File: config.mk
export PLATFORM = sky130hd
export DESIGN_NAME = tdm_source
export DESIGN_NICKNAME = d
export VERILOG_FILES = /design/src/rtl/tdm_pkg.sv /design/src/rtl/tdm_chan_mem.sv /design/src/rtl/tdm_source.sv
export SDC_FILE = /design/constraint.sdc
export NUM_CORES = 1
export LEC_CHECK = 0
export ABC_AREA = 0
export BUFFER_PORTS_ARGS = -buffer_cell sky130_fd_sc_hd__clkbuf_2
export CELL_PAD_IN_SITES_DETAIL_PLACEMENT = 2
export CELL_PAD_IN_SITES_GLOBAL_PLACEMENT = 2
export CORE_UTILIZATION = 45
export CTS_BUF_LIST = sky130_fd_sc_hd__clkbuf_4 sky130_fd_sc_hd__clkbuf_8 sky130_fd_sc_hd__clkbuf_16
export DETAILED_ROUTE_END_ITERATION = 8
export PLACE_DENSITY = 0.88
export SYNTH_ARGS = -nofsm -noshare
export SYNTH_HDL_FRONTEND = slang
export SYNTH_HIERARCHICAL = 1
export SYNTH_SLANG_ARGS = --single-unit
File: constraint.sdc
create_clock -name clk -period 4.1 [get_ports clk]
set_clock_uncertainty 0.05 [all_clocks]
set_input_delay 0.615 -clock clk [delete_from_list [all_inputs] [get_ports clk]]
set_output_delay 0.615 -clock clk [all_outputs]
set_load 0.02 [all_outputs]
File: src/rtl/tdm_pkg.sv
// Shared definitions for the TDM transmit path.
//   SLOT_BITS / DATA_W : frame geometry (32 slots x 8 bits), fixed by the receiver
//   FRAME_LEN          : bit times per frame
//   slot_t, byte_t     : slot index and slot payload types
//   state_t            : transmitter FSM states
//   parity_of()        : parity bit of one slot byte, even or odd sense
package tdm_pkg;

  localparam int SLOT_BITS = 5;
  localparam int DATA_W    = 8;
  localparam int SLOTS     = 1 << SLOT_BITS;
  localparam int FRAME_LEN = SLOTS * DATA_W;
  localparam int BIT_W     = $clog2(DATA_W);

  typedef logic [SLOT_BITS-1:0] slot_t;
  typedef logic [DATA_W-1:0]    byte_t;
  typedef logic [BIT_W-1:0]     bit_t;

  typedef enum logic {
    IDLE = 1'b0,
    RUN  = 1'b1
  } state_t;

  // odd = 0 gives even parity (XOR of the bits), odd = 1 gives its complement.
  function automatic logic parity_of(input byte_t b, input logic odd);
    return (^b) ^ odd;
  endfunction

endpackage

File: src/rtl/tdm_chan_mem.sv
// Per-timeslot byte store for the TDM source.
//   clk, reset : clock and synchronous active-high clear (all entries -> 8'h00)
//   wr_en      : host write strobe
//   wr_addr    : slot written
//   wr_data    : byte written
//   rd_addr    : slot fetched by the transmitter
//   rd_data    : combinational read; a write to the same slot on the same edge
//                is forwarded so the new byte is the one transmitted
module tdm_chan_mem
  import tdm_pkg::*;
(
  input  logic                 clk,
  input  logic                 reset,
  input  logic                 wr_en,
  input  logic [SLOT_BITS-1:0] wr_addr,
  input  logic [DATA_W-1:0]    wr_data,
  input  logic [SLOT_BITS-1:0] rd_addr,
  output logic [DATA_W-1:0]    rd_data
);

  byte_t mem [SLOTS];

  // NOTE: the memory is cleared by reset because an idle-reset restart must
  // transmit zeros; a plain RAM without this clear would not behave that way.
  always_ff @(posedge clk) begin
    if (reset) begin
      for (int i = 0; i < SLOTS; i++) begin
        mem[i] <= '0;
      end
    end else if (wr_en) begin
      mem[wr_addr] <= wr_data;
    end
  end

  // Write-first bypass: the fetch on a write edge sees the incoming byte.
  always_comb begin
    rd_data = mem[rd_addr];
    if (wr_en && (wr_addr == rd_addr)) begin
      rd_data = wr_data;
    end
  end

endmodule

File: src/rtl/tdm_source.sv
// Transmit end of the TDM serial channel.
// Streams frames of 32 slots x 8 bits, MSB first, from a host-written slot memory.
//   clk, reset : clock and synchronous active-high reset
//   en         : run request; a running frame always completes before stopping
//   wr_en, wr_addr, wr_data : host write port into the slot memory
//   err_inj    : inverts the parity of the slot loaded on this edge
//   sdata      : serial data
//   sync       : one-cycle pulse with the MSB of slot 0
//   parity     : parity of the slot on sdata, held for the whole slot
//   slot       : index of the slot on sdata
//   busy       : high while a frame is being transmitted
module tdm_source
  import tdm_pkg::*;
#(
  parameter bit PAR_ODD = 1'b0
) (
  input  logic                 clk,
  input  logic                 reset,
  input  logic                 en,
  input  logic                 wr_en,
  input  logic [SLOT_BITS-1:0] wr_addr,
  input  logic [DATA_W-1:0]    wr_data,
  input  logic                 err_inj,
  output logic                 sdata,
  output logic                 sync,
  output logic                 parity,
  output logic [SLOT_BITS-1:0] slot,
  output logic                 busy
);

  state_t state_q, state_d;
  bit_t   bit_q,   bit_d;
  slot_t  slot_q,  slot_d;
  byte_t  shift_q, shift_d;
  logic   sync_q,  sync_d;
  logic   par_q,   par_d;
  logic   busy_q,  busy_d;

  slot_t  rd_addr;
  byte_t  rd_data;
  logic   load;

  tdm_chan_mem u_mem (
    .clk     (clk),
    .reset   (reset),
    .wr_en   (wr_en),
    .wr_addr (wr_addr),
    .wr_data (wr_data),
    .rd_addr (rd_addr),
    .rd_data (rd_data)
  );

  // NOTE: every signal written here gets a default first, so no path through
  // the case leaves a value unassigned and no latch is inferred.
  always_comb begin
    state_d = state_q;
    bit_d   = bit_q;
    slot_d  = slot_q;
    shift_d = shift_q;
    sync_d  = 1'b0;
    par_d   = par_q;
    busy_d  = busy_q;
    load    = 1'b0;
    // The fetch always targets the slot after the current one; 5-bit
    // arithmetic wraps 31 -> 0 for free.
    rd_addr = slot_q + slot_t'(1);

    unique case (state_q)
      IDLE: begin
        rd_addr = '0;
        if (en) begin
          load    = 1'b1;
          state_d = RUN;
          slot_d  = '0;
          sync_d  = 1'b1;
          busy_d  = 1'b1;
        end
      end

      RUN: begin
        if (bit_q == bit_t'(DATA_W - 1)) begin
          bit_d = '0;
          if ((slot_q == slot_t'(SLOTS - 1)) && !en) begin
            // Frame finished and no further run request: back to quiet outputs.
            state_d = IDLE;
            slot_d  = '0;
            shift_d = '0;
            par_d   = 1'b0;
            busy_d  = 1'b0;
          end else begin
            load   = 1'b1;
            slot_d = slot_q + slot_t'(1);
            sync_d = (slot_q == slot_t'(SLOTS - 1));
          end
        end else begin
          bit_d   = bit_q + bit_t'(1);
          shift_d = {shift_q[DATA_W-2:0], 1'b0};
        end
      end
    endcase

    if (load) begin
      shift_d = rd_data;
      par_d   = parity_of(rd_data, PAR_ODD) ^ err_inj;
    end
  end

  // NOTE: sequential state uses non-blocking assignments so every register
  // samples the pre-edge values regardless of statement order.
  always_ff @(posedge clk) begin
    if (reset) begin
      state_q <= IDLE;
      bit_q   <= '0;
      slot_q  <= '0;
      shift_q <= '0;
      sync_q  <= 1'b0;
      par_q   <= 1'b0;
      busy_q  <= 1'b0;
    end else begin
      state_q <= state_d;
      bit_q   <= bit_d;
      slot_q  <= slot_d;
      shift_q <= shift_d;
      sync_q  <= sync_d;
      par_q   <= par_d;
      busy_q  <= busy_d;
    end
  end

  assign sdata  = shift_q[DATA_W-1];
  assign sync   = sync_q;
  assign parity = par_q;
  assign slot   = slot_q;
  assign busy   = busy_q;

endmodule

# [Word-level counts from Yosys, hierarchy flattened]
# Memory sizes are Yosys's and may differ from the RTL's.
# Cells that the tools add are included.
[totals] regBits=20 n_memories=1 input_bits=18 ram_bits=256
[classes] eq_ne=7 n_reduce_logical=12 n_mux=34 addsub=2 n_bitwise=2
[mem_list] name="u_mem.mem" words=32 width=8 read_ports=1 rd_ports_with_merged_regs=0 wr=32 line="tdm_chan_mem.sv:21" source="byte_t mem [SLOTS];"
[ops] op="8-bit 2-to-1 mux" n=6
[ops] op="5-bit 2-to-1 mux" n=5
[ops] op="1-bit 2-to-1 mux" n=17
[ops] op="5-bit one-hot mux with 2 select lines" n=1
[ops] op="1-bit one-hot mux with 2 select lines" n=4
[ops] op="8-bit OR reduction" n=1
[ops] op="8-bit parity" n=1
[ops] op="3-bit AND reduction" n=2
[ops] op="2-bit nonzero test" n=3
[ops] op="5-bit by 1-bit adder with 5-bit output (second input constant)" n=1
[ops] op="5-bit equality test" n=1
[ops] op="5-bit equality test (second input constant)" n=1
[ops] op="2-bit by 1-bit != test with 1-bit output (second input constant)" n=2
[ops] op="2-bit AND reduction" n=2
[ops] op="3-bit by 1-bit adder with 3-bit output (second input constant)" n=1
[ops] op="3-bit equality test (second input constant)" n=1
[ops] op="3-bit 2-to-1 mux" n=1
[ops] op="3-bit by 2-bit != test with 1-bit output (second input constant)" n=1
[ops] op="1-bit logical AND" n=2
[ops] op="2-bit != test (second input constant)" n=1
[ops] op="1-bit logical NOT" n=1
[ops] op="1-bit inverter" n=1
[ops] op="1-bit bitwise XOR" n=1

# [Longest topological paths before layout]
[depth] ltp_word=8 ltp_mapped=15 depth_no_buf=13

# [Hierarchy]
# Netlist, hierarchy kept.
[by_module_without_submodules] mod="tdm_chan_mem" area_per_inst_um2=12124.1 cells_per_inst=830 instances=1 seq_area_each_um2=7687.4
[by_module_without_submodules] mod="tdm_source" area_per_inst_um2=1082.3 cells_per_inst=122 instances=1 seq_area_each_um2=400.4

# [Worst setup path before layout]
# No wires, ideal clock.
[synth_timing] path_type="register to register" start="register slot_q[0], in the netlist slot[0]" end="register par_q, in the netlist parity" path_stages_with_launch=15 t_arrival_ns=3.144 synth_period_minus_slack_ns=3.321 path_buffers=2 path_slack_ns=0.779 cell_sequence="dfxtp_1 ha_1 and3_1 ha_1 and2_1 xor2_1 nor4_1 and3_1 clkbuf_1 buf_2 a22o_1 xor2_1 xnor3_1 nand4bb_1 o211ai_1"
[synth_between] elab_chain_len=8
[synth_lines] item="start: declaration" line="tdm_source.sv:33" source="slot_t slot_q, slot_d;"
[synth_lines] item="start signal: assignment" line="tdm_source.sv:122" source="slot_q <= slot_d;"
[synth_lines] item="5-bit by 1-bit adder with 5-bit output (*)" line="tdm_source.sv:66" source="rd_addr = slot_q + slot_t'(1);"
[synth_lines] item="5-bit 2-to-1 mux (*)" line="tdm_source.sv:68" source="unique case (state_q)"
[synth_lines] item="net rd_addr[4]" line="tdm_source.sv:39" source="slot_t rd_addr;"
[synth_lines] item="branches (longest 2 deep; another with memory read 32 x 8 bit)"
[synth_lines] item="8-bit 2-to-1 mux (*)" line="tdm_chan_mem.sv:38" source="if (wr_en && (wr_addr == rd_addr)) begin"
[synth_lines] item="net rd_data[2]" line="tdm_source.sv:40" source="byte_t rd_data;"
[synth_lines] item="8-bit parity (*)" line="tdm_pkg.sv:26" source="return (^b) ^ odd;"
[synth_lines] item="1-bit bitwise XOR (*)" line="tdm_source.sv:104" source="par_d = parity_of(rd_data, PAR_ODD) ^ err_inj;"
[synth_lines] item="1-bit 2-to-1 mux (*)" line="tdm_source.sv:102" source="if (load) begin"
[synth_lines] item="end signal: assignment" line="tdm_source.sv:125" source="par_q <= par_d;"
[synth_lines] item="end: declaration" line="tdm_source.sv:36" source="logic par_q, par_d;"
# Mark *: on every way through the listed nets, which the timed path passes.
# A chain may end at the register's enable or synchronous reset.

# [Worst setup path in the final report]
# Ends and elaborated chain as after synthesis.

==> results list <==
* Routed Antenna Nets: 0
* Setup total negative slack: 0 ps
- A synthesized cell averages 13.9 um2.
- Total core area: 0.0288 mm2
- Of the cells placed in the final design, the portion with a size suffix greater than 1 is 0.216.
- The worst hold path passes through 2 cells.
- Among the stages of the critical path, the cell type that occurs most often is sky130_fd_sc_hd__ha_1.
- Data on the critical path arrives at its endpoint at 4380 ps.
- Setup crit end kind: register
- Traced cell by cell, the critical path runs through ha_1 > and3_1 > ha_1 > and2_1 > xor2_1 > nor4_1 > and3_2 > buf_4 > o21ai_0 > xnor2_1 > xnor3_1 > nand4bb_1 > o211ai_1.
- Worst reg-to-reg setup slack: 110 ps
- Worst supply voltage drop on vdd: 295 uV
- Dividing the final minimum period by the clock period gives 0.973.
- In this design, the stage delay of the slowest critical-path cell is 500 ps.
* TritonCTS clock tree: yes
- Standard-cell rows: 62
- Post-CTS repair changed the size of 0 cells.
* Terminating pin of the worst hold path: bit_q[2]
- Critical-path cell with the highest stage delay: sky130_fd_sc_hd__dfxtp_1
- The via count of the first global-routing pass was 9617.
* Die width: 173 um
- The tightest min-delay check is of the register to register type.
* Instance area at placement: 0.0139 mm2
* Synthesized-area fraction occupied by ao, oa, aoi and oai cells: 0.0405
* Warning count from the yosys run: 6
* Initial antenna violation count: 0
- Based on the critical path, the design can be clocked at up to 0.251 GHz.
- Synthesis produced a netlist whose cell count is 952.
* Number of remaining DRC errors: 0
- Of the total synthesized cell area, the portion taken by full adders, half adders and majority gates is 0.00379.
- Status: completed
- Synth async-reset ratio: 0
- Reg-to-reg critical path startpoint: slot[0]
* Via Count: 8808
- Maximum buffer depth of the clock tree: 3
- Yosys mapped a number of flops with a built-in enable equal to 256.
* Origin of the worst min-delay path: bit_q[2]
- Setup repair after global routing left no endpoint under its margin.
- RR Endpoint: parity
- Per-cell via count in the routed design: 6.31
- GRT Resource Usage Total: 0.315
- Of the total power, the share spent switching nets is 0.240.
* Dominant cell type by area after synthesis: sky130_fd_sc_hd__edfxtp_1
- Most frequent cell after synthesis: sky130_fd_sc_hd__and2_1
- Clock power frac: 0.419
* # hold bufs at CTS: 0
- Crit Path Class: register to register
- Setup fix buffers added after clock tree synthesis: 0
* Largest net degree at the start of global routing: 48
* Root Buffer: sky130_fd_sc_hd__clkbuf_16
- In this run the count of I/O pins placed on the die edge is 27.
- Data required time at the worst endpoint: 4490 ps
- In this run, the number of DRC markers left after iteration 0 of detailed routing was 1022.
- The analysis attributes to net switching a power of 1610 uW.
- Once layout is done, the placed cells without fillers occupy 0.0149 mm2.
- Number of distinct library cells after synthesis: 49
* Area added between synthesis and finish: 12.7%
- Crit path time final: 3990 ps
- For this run the aggregate overflow at the end of global routing stands at 0.
- Number of violations of the max-capacitance limit: 0
- The synthesized netlist occupies a cell area of 0.0132 mm2.
* Total iterations of the first detailed-routing run: 5
* Half-perimeter wire length after placement: 27800 um
* Final setup violating endpoints: 0
- Top cells by count, synth: sky130_fd_sc_hd__and2_1 (261), sky130_fd_sc_hd__edfxtp_1 (256), sky130_fd_sc_hd__nor2_1 (54)
* Least setup slack across all paths after layout: 111 ps
- Max-slew violation total from the final report: 0
- Total internal power: 5100 uW
* Synthesized-area fraction occupied by and/or/nand/nor cells: 0.190
* Area enclosed by the die boundary: 0.0300 mm2
- After clock tree synthesis, the clock-pin slew on the worst setup and hold paths is 70 ps.
* Tightest hold margin: 477 ps
* Net count after synthesis: 974
- Summed over all layers, the routed wires come to 46800 um.
* Worst Reg2Reg Path Length in Cells: 13
- Post-synthesis share of cell area spent on xor and xnor gates: 0.00966
- Of the post-synthesis cell area, the part taken by muxes is 0.118.
- Max H-tree Level: 1
- Final Wtd Congestion: 0.834
- Starting Density: 0.459
- The number of hold-slack violations in the final timing report is 0.
- Buffers inserted during clock tree synthesis total 30.
- In this run the power density over the cells is 451 mW/mm2.
* Top-area cell type share of the netlist area: 0.582
* Worst slew margin relative to its limit: 0.395
- The most used flip-flop cell after synthesis is sky130_fd_sc_hd__edfxtp_1.
- Mean routed wirelength per cell: 33.5 um
* Top post-synthesis cells by area: sky130_fd_sc_hd__edfxtp_1 (58%), sky130_fd_sc_hd__and2_1 (12%), sky130_fd_sc_hd__mux4_2 (7.8%), sky130_fd_sc_hd__dfxtp_1 (3.0%), sky130_fd_sc_hd__mux4_1 (1.8%)
- Prior to clock tree synthesis, the placed netlist has a worst setup slack of 398 ps.
* Clock latency on the worst-skew pair: 580 ps
- Clock Sinks: 276
* Fraction of the yosys area taken by sequential cells: 0.612
* Kind of start point of the critical path: register
* First-pass GRT wire length: 68700 um
- Number of port buffers: 26
- Largest family of logic cells by synthesized area: simple AND/OR/NAND/NOR gates
- Part of the total power dissipated in sequential elements: 0.493
- Flop and latch count out of synthesis: 276
- Leak: 0.00527 uW
- Along the worst path, the maximum fanout reaches 9.
- Fraction of power consumed by combinational cells: 0.088
* Die H: 173 um
- For the pin with the worst max-slew slack, the measured transition is 908 ps.
- Final #Nets: 1014
-- cell families after synthesis --
logic type / Yosys count
AND/OR/NAND/NOR: 432
flip-flops: 276
multiplexers: 82
AO/OA/AOI/OAI: 77
buffers and inverters: 68
XOR/XNOR: 13
adder cells (fa/ha/maj): 4
-- sequential cells by signal, indices dropped and copies added, names as in the netlist --
| register | count |
|---|---|
| u_mem/mem | 256 |
| shift_q | 8 |
| slot | 5 |
| bit_q | 3 |
| busy | 1 |
| parity | 1 |
| state_q | 1 |
| sync | 1 |
-- per-stage QoR --
step	util	total power, uW	std cells
after detailed placement	0.482	3910	1344
final	0.517	6710	1396
after global routing	0.517	6850	1395
after global placement	0.482	3860	1344
after floorplan	-	3670	952
after CTS	0.517	6720	1395
-- layout make-up --
cell class | count | area, um2
tap | 384 | 480
clock inverter | 5 | 72.6
clock buffer | 46 | 920
sequential | 276 | 8090
timing repair buffer | 72 | 513
multi-input combinational | 608 | 4790
antenna | 1 | 2.50
inverter | 4 | 15.0
fill | 2655 | 13900
-- cells in the final DEF (no fill, tap or decap), types with 6 or more instances in the layout --
| master | count |
|---|---|
| sky130_fd_sc_hd__dfxtp_1 | 20 |
| sky130_fd_sc_hd__clkbuf_2 | 26 |
| sky130_fd_sc_hd__nor2_1 | 54 |
| sky130_fd_sc_hd__a22oi_1 | 7 |
| sky130_fd_sc_hd__nor2b_1 | 14 |
| sky130_fd_sc_hd__nand2_1 | 18 |
| sky130_fd_sc_hd__nand2b_1 | 11 |
| sky130_fd_sc_hd__mux4_1 | 9 |
| sky130_fd_sc_hd__a311oi_1 | 7 |
| sky130_fd_sc_hd__o22ai_1 | 13 |
| sky130_fd_sc_hd__clkbuf_16 | 31 |
| sky130_fd_sc_hd__edfxtp_1 | 256 |
| sky130_fd_sc_hd__a211oi_1 | 10 |
| sky130_fd_sc_hd__mux2i_1 | 18 |
| sky130_fd_sc_hd__a21oi_1 | 9 |
| sky130_fd_sc_hd__or2_2 | 32 |
| sky130_fd_sc_hd__o21ai_0 | 9 |
| sky130_fd_sc_hd__a22o_1 | 6 |
| sky130_fd_sc_hd__xor2_1 | 7 |
| sky130_fd_sc_hd__buf_4 | 43 |
| sky130_fd_sc_hd__mux2_2 | 9 |
| sky130_fd_sc_hd__nand3_1 | 17 |
| sky130_fd_sc_hd__and2_1 | 259 |
| sky130_fd_sc_hd__clkbuf_4 | 10 |
| sky130_fd_sc_hd__mux4_2 | 46 |
| sky130_fd_sc_hd__nand3b_1 | 6 |
-- critical path, delay by kind of cell, from the launching register on --
family / cells / cell delay, ps
simple gates: 5 / 1340
xor+xnor: 3 / 980
flops: 1 / 500
fa+ha+maj: 2 / 480
compound gates: 2 / 340
buf+inv: 1 / 200
-- power by group through the flow --
stage / Sequential [uW] / Clock (uW) / Combinational [uW]
detailed placement: 3350 / 0 / 557
global route: 3320 / 2920 / 608
finish: 3310 / 2810 / 588
floorplan: 3320 / 0 / 356
global placement: 3330 / 0 / 527
CTS: 3310 / 2830 / 582
-- per-layer routing --
| metal | routed length (um) | track usage |
|---|---|---|
| met1 | 18600 | 0.410 |
| met2 | 23100 | 0.528 |
| met3 | 2980 | 0.0471 |
| met4 | 2140 | 0.136 |
| met5 | 0 | 0 |
-- worst max path at each step --
stage | start | to | slack, ps
after global routing | slot[0] | parity | 30
after detailed placement | slot[0] | parity | 400
final | slot[0] | parity | 110
after CTS | slot[0] | parity | 50
after global placement | slot[0] | parity | 670
after floorplan | slot[0] | parity | 780
(Power assumes the default switching activity.)
